File: src/rtl/pc_branch_unit.sv
// ---------------------------------------------------------------------------
// pc_branch_unit
//   Program counter and branch resolver for one core. The control unit issues
//   increment / jump / halt (and optionally call / return) commands; this
//   block resolves conditional jumps against the Z flag and drives the
//   instruction-memory address.
//
//   Optional feature macro: CALL_STACK_EN
//     defined   -> STACK_DEPTH x ADDR_WIDTH return stack, callEn/retEn active,
//                  stackErr reports (sticky) overflow/underflow.
//     undefined -> callEn/retEn ignored, stackErr tied low, no stack storage.
//
// Ports
//   clk          in   rising-edge clock
//   rstN         in   asynchronous active-low reset
//   start        in   leave IDLE/HALT, begin fetching at RESET_ADDR
//   zFlag        in   Z flag from the zero register (registered upstream)
//   incEn        in   PC <= PC+1
//   jmpEn        in   jump request
//   jmpCond      in   00 always, 01 if Z=1, 10 if Z=0, 11 never
//   jmpAddr      in   jump target
//   halt         in   stop fetching
//   callEn       in   call: push PC+1, jump to jmpAddr
//   retEn        in   return: pop into PC
//   pcOut        out  current instruction address
//   branchTaken  out  1-cycle pulse aligned with a taken jump/call/ret
//   running      out  high while in RUN
//   stackErr     out  sticky stack overflow/underflow
// ---------------------------------------------------------------------------
module pc_branch_unit #(
  parameter int                    ADDR_WIDTH  = 8,
  parameter logic [ADDR_WIDTH-1:0] RESET_ADDR  = {ADDR_WIDTH{1'b0}},
  parameter int                    STACK_DEPTH = 4
) (
  input  logic                  clk,
  input  logic                  rstN,
  input  logic                  start,
  input  logic                  zFlag,
  input  logic                  incEn,
  input  logic                  jmpEn,
  input  logic [1:0]            jmpCond,
  input  logic [ADDR_WIDTH-1:0] jmpAddr,
  input  logic                  halt,
  input  logic                  callEn,
  input  logic                  retEn,
  output logic [ADDR_WIDTH-1:0] pcOut,
  output logic                  branchTaken,
  output logic                  running,
  output logic                  stackErr
);

  typedef enum logic [1:0] {
    ST_IDLE = 2'b00,
    ST_RUN  = 2'b01,
    ST_HALT = 2'b10
  } state_t;

  localparam logic [ADDR_WIDTH-1:0] PC_ONE = {{(ADDR_WIDTH-1){1'b0}}, 1'b1};

  state_t                state_r;
  state_t                state_nxt_s;
  logic [ADDR_WIDTH-1:0] pc_r;
  logic [ADDR_WIDTH-1:0] pc_nxt_s;
  logic [ADDR_WIDTH-1:0] pc_inc_s;
  logic                  branch_r;
  logic                  branch_nxt_s;
  logic                  running_r;
  logic                  jump_taken_s;

  // PC+1 wraps naturally at 2^ADDR_WIDTH
  assign pc_inc_s = pc_r + PC_ONE;

  // Resolve jump condition against Z sampled at this edge
  always_comb begin
    jump_taken_s = 1'b0;
    case (jmpCond)
      2'b00:   jump_taken_s = 1'b1;
      2'b01:   jump_taken_s = zFlag;
      2'b10:   jump_taken_s = ~zFlag;
      2'b11:   jump_taken_s = 1'b0;
      default: jump_taken_s = 1'b0;
    endcase
  end

`ifdef CALL_STACK_EN
  localparam int SP_W  = $clog2(STACK_DEPTH + 1);
  localparam int IDX_W = (STACK_DEPTH > 1) ? $clog2(STACK_DEPTH) : 1;
  localparam logic [SP_W-1:0] SP_ONE  = {{(SP_W-1){1'b0}}, 1'b1};
  localparam logic [SP_W-1:0] SP_FULL = SP_W'(STACK_DEPTH);

  logic [ADDR_WIDTH-1:0] stack_r [STACK_DEPTH];
  logic [SP_W-1:0]       sp_r;
  logic [SP_W-1:0]       sp_nxt_s;
  logic [SP_W-1:0]       sp_dec_s;
  logic                  push_s;
  logic                  err_r;
  logic                  err_nxt_s;

  assign sp_dec_s = sp_r - SP_ONE;

  // Next-state / next-PC decision, stack variant
  always_comb begin
    state_nxt_s  = state_r;
    pc_nxt_s     = pc_r;
    branch_nxt_s = 1'b0;
    sp_nxt_s     = sp_r;
    push_s       = 1'b0;
    err_nxt_s    = err_r;
    case (state_r)
      ST_IDLE, ST_HALT: begin
        if (start) begin
          state_nxt_s = ST_RUN;
          pc_nxt_s    = RESET_ADDR;
          sp_nxt_s    = {SP_W{1'b0}};
        end else begin
          state_nxt_s = state_r;
        end
      end
      ST_RUN: begin
        if (halt) begin
          state_nxt_s = ST_HALT;
        end else if (retEn) begin
          if (sp_r == {SP_W{1'b0}}) begin
            // Underflow: stack untouched, advance like an increment
            pc_nxt_s  = pc_inc_s;
            err_nxt_s = 1'b1;
          end else begin
            pc_nxt_s     = stack_r[sp_dec_s[IDX_W-1:0]];
            sp_nxt_s     = sp_dec_s;
            branch_nxt_s = 1'b1;
          end
        end else if (callEn) begin
          if (sp_r == SP_FULL) begin
            // Overflow: stack untouched, advance like an increment
            pc_nxt_s  = pc_inc_s;
            err_nxt_s = 1'b1;
          end else begin
            push_s       = 1'b1;
            pc_nxt_s     = jmpAddr;
            sp_nxt_s     = sp_r + SP_ONE;
            branch_nxt_s = 1'b1;
          end
        end else if (jmpEn) begin
          if (jump_taken_s) begin
            pc_nxt_s     = jmpAddr;
            branch_nxt_s = 1'b1;
          end else begin
            pc_nxt_s = pc_inc_s;
          end
        end else if (incEn) begin
          pc_nxt_s = pc_inc_s;
        end else begin
          pc_nxt_s = pc_r;
        end
      end
      default: begin
        state_nxt_s = ST_IDLE;
        pc_nxt_s    = RESET_ADDR;
      end
    endcase
  end

  // Stack pointer and sticky error flag
  always_ff @(posedge clk or negedge rstN) begin
    if (!rstN) begin
      sp_r  <= {SP_W{1'b0}};
      err_r <= 1'b0;
    end else begin
      sp_r  <= sp_nxt_s;
      err_r <= err_nxt_s;
    end
  end

  // Return-stack storage; pushes write the wrapped return address
  always_ff @(posedge clk or negedge rstN) begin
    if (!rstN) begin
      for (int i = 0; i < STACK_DEPTH; i++) begin
        stack_r[i] <= {ADDR_WIDTH{1'b0}};
      end
    end else if (push_s) begin
      stack_r[sp_r[IDX_W-1:0]] <= pc_inc_s;
    end
  end

  assign stackErr = err_r;

`else
  logic unused_cmd_s;

  // Stack commands have no effect in this build
  assign unused_cmd_s = callEn | retEn | (STACK_DEPTH < 1);

  // Next-state / next-PC decision, no-stack variant
  always_comb begin
    state_nxt_s  = state_r;
    pc_nxt_s     = pc_r;
    branch_nxt_s = 1'b0;
    case (state_r)
      ST_IDLE, ST_HALT: begin
        if (start) begin
          state_nxt_s = ST_RUN;
          pc_nxt_s    = RESET_ADDR;
        end else begin
          state_nxt_s = state_r;
        end
      end
      ST_RUN: begin
        if (halt) begin
          state_nxt_s = ST_HALT;
        end else if (jmpEn) begin
          if (jump_taken_s) begin
            pc_nxt_s     = jmpAddr;
            branch_nxt_s = 1'b1;
          end else begin
            pc_nxt_s = pc_inc_s;
          end
        end else if (incEn) begin
          pc_nxt_s = pc_inc_s;
        end else begin
          pc_nxt_s = pc_r;
        end
      end
      default: begin
        state_nxt_s = ST_IDLE;
        pc_nxt_s    = RESET_ADDR;
      end
    endcase
  end

  assign stackErr = 1'b0;
`endif

  // State, PC and registered status outputs
  always_ff @(posedge clk or negedge rstN) begin
    if (!rstN) begin
      state_r   <= ST_IDLE;
      pc_r      <= RESET_ADDR;
      branch_r  <= 1'b0;
      running_r <= 1'b0;
    end else begin
      state_r   <= state_nxt_s;
      pc_r      <= pc_nxt_s;
      branch_r  <= branch_nxt_s;
      running_r <= (state_nxt_s == ST_RUN);
    end
  end

  assign pcOut       = pc_r;
  assign branchTaken = branch_r;
  assign running     = running_r;

endmodule

File: config.mk
export PLATFORM = sky130hd
export DESIGN_NAME = pc_branch_unit
export DESIGN_NICKNAME = d
export VERILOG_FILES = /design/src/rtl/pc_branch_unit.sv
export SDC_FILE = /design/constraint.sdc
export NUM_CORES = 1
export LEC_CHECK = 0
export ABC_AREA = 1
export BUFFER_PORTS_ARGS = -buffer_cell sky130_fd_sc_hd__buf_2
export CORE_MARGIN = 2
export CORE_UTILIZATION = 36
export DETAILED_ROUTE_END_ITERATION = 10
export PLACE_DENSITY = 0.61
export SYNTH_ARGS = -nofsm -noshare
export SYNTH_HDL_FRONTEND = slang
export SYNTH_SLANG_ARGS = --single-unit
File: constraint.sdc
create_clock -name clk -period 1.1 [get_ports clk]
set_input_delay 0.055 -clock clk [delete_from_list [all_inputs] [get_ports clk]]
set_output_delay 0.055 -clock clk [all_outputs]
set_load 0.01 [all_outputs]
* After elaboration in Yosys (flattened, before gate mapping)
Index checks and enable logic that the tools add are counted.
** Storage, ports and cells
- Bits in registers :: 12
** Cells by class
- Add/sub/neg operators :: 1
- Equality and inequality tests :: 9
- Mux-type cells :: 14
- Bitwise logic cells :: 1
- Reductions and logical operators :: 4
** Operators by type and width (number)
- 2-to-1 mux 8 bit :: 5
- one-hot mux 8 bit (2 select lines) :: 1
- adder 8 x 1 -> 8 bit (second input constant) :: 1
- equality test 2 x 1 -> 1 bit (second input constant) :: 3
- equality test 2 bit (second input constant) :: 3
- zero test 2 bit :: 2
- 2-to-1 mux 1 bit :: 4
- 2-to-1 mux 2 bit :: 2
- inequality test 2 bit (second input constant) :: 2
- one-hot mux 1 bit (4 select lines) :: 1
- one-hot mux 2 bit (2 select lines) :: 1
- inequality test 3 bit (second input constant) :: 1
- AND reduction 3 bit :: 1
- OR reduction 2 bit :: 1
- inverter 1 bit :: 1

* Longest topological paths before layout
Gate-level depths: netlist of the first run.
- Word-level depth :: 6
- Depth in mapped cells :: 8

* Least setup slack after synthesis of the first run
Ideal clock, no wire load.
- Path type :: reg-to-reg
- From :: register pc_r[1], in the netlist pcOut[1]
- To :: register pc_r[6], in the netlist pcOut[6]
- Arrival time :: 1.059 ns
- Data required time :: 0.984 ns
- Setup slack :: -0.075 ns
- Cell stages (with the launch flop) :: 9
- Buffers on the path :: 0
- Period minus slack after synthesis :: 1.175 ns
- Cell sequence :: dfrtp_1 > ha_1 > nand2_1 > nor2_1 > nand2_1 > nand2_1 > nand3_1 > nand2_1 > nand2_1
** Between the ends
- Word-level cells in the longest chain between the ends :: 5
** RTL lines
- start: declaration :: RTL line 62 : logic [ADDR_WIDTH-1:0] pc_r;
- start signal: assignment :: RTL line 242 : pc_r <= pc_nxt_s;
- adder 8 x 1 -> 8 bit * :: RTL line 71 : assign pc_inc_s = pc_r + PC_ONE;
- 2-to-1 mux 8 bit, on equally long branches :: RTL line 217, 211
- 2-to-1 mux 8 bit * :: RTL line 210 : end else if (jmpEn) begin
- 2-to-1 mux 8 bit * :: RTL line 208 : if (halt) begin
- one-hot mux 8 bit (2 select lines) * :: RTL line 198 : case (state_r)
Mark *: on every way between the ends. The rest lies on a longest branch, timed or not. The select of a mux whose other input is x is not followed.
A chain may end at the register's enable or synchronous reset.

* Worst setup path in the final report of the first run
- From :: register pc_r[1], in the netlist pcOut[1]
- To :: register pc_r[5], in the netlist pcOut[5]
Same word-level chain as after synthesis.

==> results of run 1 <==
## sequential cells by signal, indices dropped and copies added (netlist names)
signal and flops:
pcOut 8, branchTaken 1, state_r 2, running 1
## final cells by class
class / count / area [µm²]
fillers: 223 / 1060
inverters: 16 / 60.1
flip-flops and latches: 12 / 302
multi-input cells: 82 / 479
repair buffers: 35 / 218
clock buffers: 4 / 36.3
well taps: 28 / 35.0
## per-stage QoR
| stage | setup slack [ns] | util, % |
|---|---|---|
| floorplan | -0.0749 | - |
| global placement | -0.0230 | 46.1 |
| detailed placement | -0.0312 | 46.1 |
| CTS | -0.0395 | 48.3 |
| global route | -0.161 | 51.6 |
| finish | -0.0477 | 51.6 |
## power by group through the flow
stage	Clock, µW	Sequential, µW	Combinational (µW)
finish	353	543	442
global route	389	551	496
CTS	372	537	413
detailed placement	0	544	408
global placement	0	544	404
floorplan	0	569	242
## kinds of logic after synthesis
| logic type | count (synthesis) |
|---|---|
| buffers and inverters | 18 |
| other | 1 |
| adder cells (fa/ha/maj) | 1 |
| AND/OR/NAND/NOR | 71 |
| flip-flops | 12 |
| AO/OA/AOI/OAI | 6 |
| XOR/XNOR | 3 |
## worst paths after layout
check,end,slack (ns),start
max,pcOut[5]$_DFFE_PN0P_,-0.05,pcOut[1]$_DFFE_PN0P_
min,branchTaken$_DFF_PN0_,0.02,halt
max reg2reg,pcOut[5]$_DFFE_PN0P_,-0.05,pcOut[1]$_DFFE_PN0P_
min reg2reg,pcOut[7]$_DFFE_PN0P_,0.53,pcOut[7]$_DFFE_PN0P_
max in group asynchronous,pcOut[2]$_DFFE_PN0P_,0.68,rstN
min in group asynchronous,pcOut[7]$_DFFE_PN0P_,0.19,rstN
## Yosys cell counts, drive strengths merged
library cell / n
nand3: 12
conb: 1
nand2: 43
o22ai: 2
o21ai: 4
buf: 2
nor3: 1
inv: 16
dfrtp: 12
xor2: 3
nand4: 1
ha: 1
nor2: 14
## layer usage
metal  part of all wire [%]  track usage (%)  vias up
li1                       -                -      416
met1                     46             19.6      353
met2                     51             24.5       17
met3                    3.4             1.72        0
met4                      0             6.58        0
met5                      0                0        -
## placed cells by master, fill, tap and decap left out, types with 3 or more instances in the layout
cell and instances:
inv_1 13, xor2_1 3, nand3_1 9, buf_4 5
dfrtp_1 11, buf_2 25, clkbuf_4 3, buf_6 4
nand2_1 36, inv_2 3, nand2_2 6, nor2_1 11
## timing repair
action | in CTS | in global routing
hold buffers | 1 | 0
setup buffers | 0 | 3
hold endpoints to repair | 12 | 0
endpoints found under the setup margin | 3 | 8
gates resized for setup | 1 | 13
pin swaps | 1 | 11
==> summary.md, run 1 <==
| Metric | Value |
|---|---|
| Max stage delay on crit path | `roughly 0.43 ns` |
| CP Data Arrival Time | `between 1 and 1.5 ns` |
| Post-route cell area | `between 1000 and 1500 µm²` |
| Leakage | `about 0.00064 µW` |
| First-pass GRT wire length | `3000 µm` |
| Psw | `457 µW` |
| Post-Synth Simple-Gate Area | `44.1%` |
| TritonCTS clock tree | `yes` |
| Die Wd | `51.9 µm` |
| Setup violations, final | `6` |
| Number of synthesized register bits | `12` |
| Hold WC Path Type | `input port to register` |
| Worst path slowest cell | `dfrtp_1` |
| Post-Route WL | `1780 µm` |
| Iter 0 DRT Violations | `17` |
| Detailed placement HPWL | `between 1000 and 1500 µm` |
| Net Sw Frac | `approximately a third` |
| Synth unique cells | `23` |
| CTS max path bufs | `2` |
| Top post-synthesis cells by area | `dfrtp_1 36%, nand2_1 18%, inv_1 6.4%` |
| Share of cells above drive strength 1 | `39.6%` |
| Final Power | `around 1300 µW` |
| Placed insts | `169` |
| Hold WS | `0.0240 ns` |
| Detail Route Antenna Nets | `0` |
| Worst Setup End Kind | `register` |
| Req. time, crit path | `about 1.3 ns` |
| Failing checks | `negative setup slack` |
| Pwr dens | `1180 nW/µm²` |
| RSZ-0062 raised after global routing | `true` |
| RePlAce Congestion | `0.753` |
| Top-area cell type share of the netlist area | `36.4%` |
| Antenna diodes | `0` |
| Vias after detailed routing | `786` |
| I/O pin cnt | `30` |
| Ys Warns | `0` |
| Synth Instances | `112` |
| MaxCap Viol Count | `0` |
| Slew Limit Fails | `0` |
| Worst Path Class, Setup | `register to register` |
| Min Clock Period, post-route | `1.15 ns` |
| Compound-Gate Fraction of Synth Area | `4.85%` |
| Worst Hold Depth | `2` |
| Port bufs | `26` |
| Max IR drop VDD | `0.000656 V` |
| Net Count, Synth | `132` |
| Area share of xor/xnor cells in the synthesized design | `3.18%` |
| Largest area contributor in the netlist | `dfrtp_1` |
| Die Ht | `51.9 µm` |
| Mux cell area share after synthesis | `0%` |
| Routed WL per cell | `10.0 µm` |
| Nets@finish | `170` |
| Fin worst setup slack | `-0.0477 ns` |
| Area growth, synth to finish | `36.8%` |
| CP Launch Type | `register` |
| Comb pwr share | `33.0%` |
| Crit Path Max Fanout | `3` |
| Main combinational cell family by area after synthesis | `simple AND/OR/NAND/NOR gates` |
| Outcome | `finished, violations left` |
| Clock network fraction of design power | `between 20% and 30%` |
| WP depth | `8` |
| CTS root buf | `clkbuf_4` |
| Mapped Area | `826 µm²` |
| CTS clock-pin slew for the worst setup and hold paths | `0.08 ns` |
| Total GRT Usage | `14.9%` |
| Synth Area in Adders | `roughly 1.5%` |
| Endpoints failing hold | `0` |
| Full die area | `between 2000 and 3000 µm²` |
| CP bufs+invs | `2` |
| Grt total ovfl | `0` |
| Crit share post-route | `104%` |
| Highest Clock Rate | `about 870 MHz` |
| Initial antenna violation count | `0` |
| Rows | `17` |
| Final setup TNS | `-0.116 ns` |
| Clock sinks | `12` |
| Initial Util | `37.7%` |
| Drc violations | `0` |
| Worst-skew pair later-pin latency | `roughly 0.27 ns` |
| Top cell family by delay on the critical path | `flip-flops` |
| Vias per cell | `~4.4` |
| Number of global-route vias before repair | `734` |
| Crit-path cells | `buf_6 -> nand2_2 -> nor2_4 -> buf_4 -> nand3_1 -> nand3_1 -> nand2_1 -> nand2_1` |
| Largest net degree at the start of global routing | `18` |
| Num CTS Buffers | `3` |
| H-Tree Depth | `1` |
| DRT Pass-1 Iters | `4` |
| Max Clock Skew | `0.00180 ns` |
| Cell-internal power | `a little under 900 µW` |
| Placed cell areas | `1010 µm²` |
| Average instance area after synthesis | `7.37 µm²` |
| Placeable Area | `2190 µm²` |
| Worst Reg2Reg Path Length in Cells | `8` |
| Part of the power in registers | `between 40% and 50%` |
| Final cell count without fillers | `177` |
| Register area share after synthesis | `a little over a third` |
Power figures use the tool's default switching activity.
==> run 2, diff against run 1 <==
Settings changed: PLACE_DENSITY 0.61 to 0.58.
Clock period 1.1 ns to 1.3 ns, I/O delays scaled along.
==> run 2 against run 1 <==
Compared with the run above:
- the flow now finishes without violations
- flip-flop and latch count unchanged
- first-iteration DRC count decreased by 41%
- critical path depth stayed put
- global-route usage down 0.21 points
- routed wire length shrank 4.9%
- clock-buffer cell count is the same
- non-clock buffer count decreased by 6
- clock power shrank 16%
- combinational power down 25%
- power fell by 19%
- die area did not move
==> summary.md, run 2 (synthesis gave the netlist of run 1 again) <==
| Metric | Value |
|---|---|
| Part of the power in registers | `42.3%` |
| CP Data Arrival Time | `1.29 ns` |
| Detailed placement HPWL | `1310 µm` |
| Commonest non-fill, non-tap cells in the layout | `39 x nand2_1, 26 x buf_2, 14 x inv_1` |
| RSZ-0062 raised after global routing | `false` |
| Cell-internal power | `718 µW` |
| CP Launch Type | `register` |
| Placed insts | `166` |
| Crit-path cells | `ha_2 -> nand2_1 -> nor2_2 -> nand2_1 -> nand2_1 -> nand3_1 -> nand2_1 -> nand2_1` |
| Full die area | `2690 µm²` |
| Detail Route Antenna Nets | `0` |
| Vias per cell | `~4.5` |
| Iter 0 DRT Violations | `10` |
| Leakage | `around 0.00060 µW` |
| CTS clock-pin slew for the worst setup and hold paths | `0.08 ns` |
| Setup violations, final | `0` |
| CTS root buf | `clkbuf_4` |
| Clock network fraction of design power | `27.2%` |
| Initial antenna violation count | `0` |
| Placeable Area | `roughly 2200 µm²` |
| Worst Reg2Reg Path Length in Cells | `8` |
| Drc violations | `0` |
| Routed WL per cell | `9.88 µm` |
| Total GRT Usage | `14.7%` |
| Largest net degree at the start of global routing | `18` |
| I/O pin cnt | `30` |
| CTS max path bufs | `2` |
| Number of global-route vias before repair | `690` |
| Endpoints failing hold | `0` |
| Slew Limit Fails | `0` |
| Max reg flops | `8` |
| Die Ht | `51.9 µm` |
| Grt total ovfl | `0` |
| Rows | `17` |
| Fillers | `approximately 230` |
| Highest Clock Rate | `between 800 and 900 MHz` |
| TritonCTS clock tree | `yes` |
| Nets@finish | `164` |
| Fin worst setup slack | `about 0.17 ns` |
| Post-Route WL | `1690 µm` |
| RePlAce Congestion | `0.728` |
| Clock sinks | `12` |
| Final cell count without fillers | `171` |
| Max stage delay on crit path | `around 0.36 ns` |
| Max Clock Skew | `0.00437 ns` |
| Worst slack at placement | `0.140 ns` |
| Worst-skew pair later-pin latency | `0.27 ns` |
| Req. time, crit path | `1.47 ns` |
| Net Sw Frac | `33.8%` |
| Psw | `about 370 µW` |
| Vias after detailed routing | `767` |
| Max IR drop VDD | `0.000809 V` |
| Final setup TNS | `0 ns` |
| MaxCap Viol Count | `0` |
| Worst path slowest cell | `dfrtp_1` |
| Worst Hold Depth | `2` |
| Min Clock Period, post-route | `1.13 ns` |
| Initial Util | `37.7%` |
| Die Wd | `51.9 µm` |
| DRT Pass-1 Iters | `4` |
| First-pass GRT wire length | `2880 µm` |
| H-Tree Depth | `1` |
| CP most frequent cell | `nand2_1` |
| Crit share post-route | `86.7%` |
| Area growth, synth to finish | `25.8%` |
| Worst Path Class, Setup | `register to register` |
| Pwr dens | `1040 nW/µm²` |
| Share of cells above drive strength 1 | `33.6%` |
| Worst Setup End Kind | `register` |
| Antenna diodes | `0` |
| Outcome | `finished, final reports clean` |
| Port bufs | `26` |
| Most common cell after layout, fill and taps aside | `nand2_1` |
| Num CTS Buffers | `3` |
| Hold WS | `0.0226 ns` |
| Crit Path Max Fanout | `3` |
| Hold WC Path Type | `input port to register` |
| Comb pwr share | `a little under a third` |
## run 2: final timing paths
path                                 startpoint  slack (ns)                     to
setup reg to reg           pcOut[0]$_DFFE_PN0P_        0.17   pcOut[6]$_DFFE_PN0P_
max in group asynchronous                  rstN        0.88   pcOut[7]$_DFFE_PN0P_
hold reg to reg            state_r[0]$_DFF_PN0_        0.52   state_r[0]$_DFF_PN0_
min in group asynchronous                  rstN        0.20   pcOut[2]$_DFFE_PN0P_
hold / removal                             halt        0.02  branchTaken$_DFF_PN0_
setup / recovery           pcOut[0]$_DFFE_PN0P_        0.17   pcOut[6]$_DFFE_PN0P_
## run 2: cell type report
cell class	count	area (µm²)	area share [%]
inverters	16	60.1	5.78
clock buffers	4	36.3	3.49
multi-input cells	82	452	43.5
flip-flops and latches	12	300	28.9
repair buffers	29	155	14.9
well taps	28	35.0	3.37
## run 2: metrics by stage
stage,util (%),total power (µW),instance area (µm²)
after floorplan,-,687,826
after global placement,45.1,791,987
after detailed placement,45.1,799,987
after CTS,47.2,1100,1030
after global routing,47.4,1170,1040
final,47.4,1080,1040
## run 2: routing by layer
layer | vias to the layer above | wire length (µm) | share of wire (%) | global-route usage (%)
li1 | 408 | - | - | -
met1 | 338 | 748 | 44 | 16.6
met2 | 19 | 833 | 49 | 25.1
met3 | 2 | 90 | 5.3 | 5.46
met4 | 0 | 17 | 1.0 | 5.26
met5 | - | 0 | 0 | 0
## run 2: power groups by stage
stage               Sequential (µW)  Clock (µW)  Combinational [µW]
floorplan                       482           0                 205
global placement                466           0                 325
detailed placement              467           0                 332
CTS                             460         306                 334
global route                    465         331                 373
finish                          459         295                 331
## run 2: timing repair
item,4_1_cts,5_1_grt
setup buffers,0,0
hold buffers,1,0
hold endpoints to repair,12,0
gates resized for setup,0,2
setup endpoints to repair,0,1
## run 2: worst max-delay path: cells and delay by family, from the launching register on
family        cells  cell delay [ns]
fa+ha+maj         1             0.21
flops             1             0.36
simple gates      7             0.46
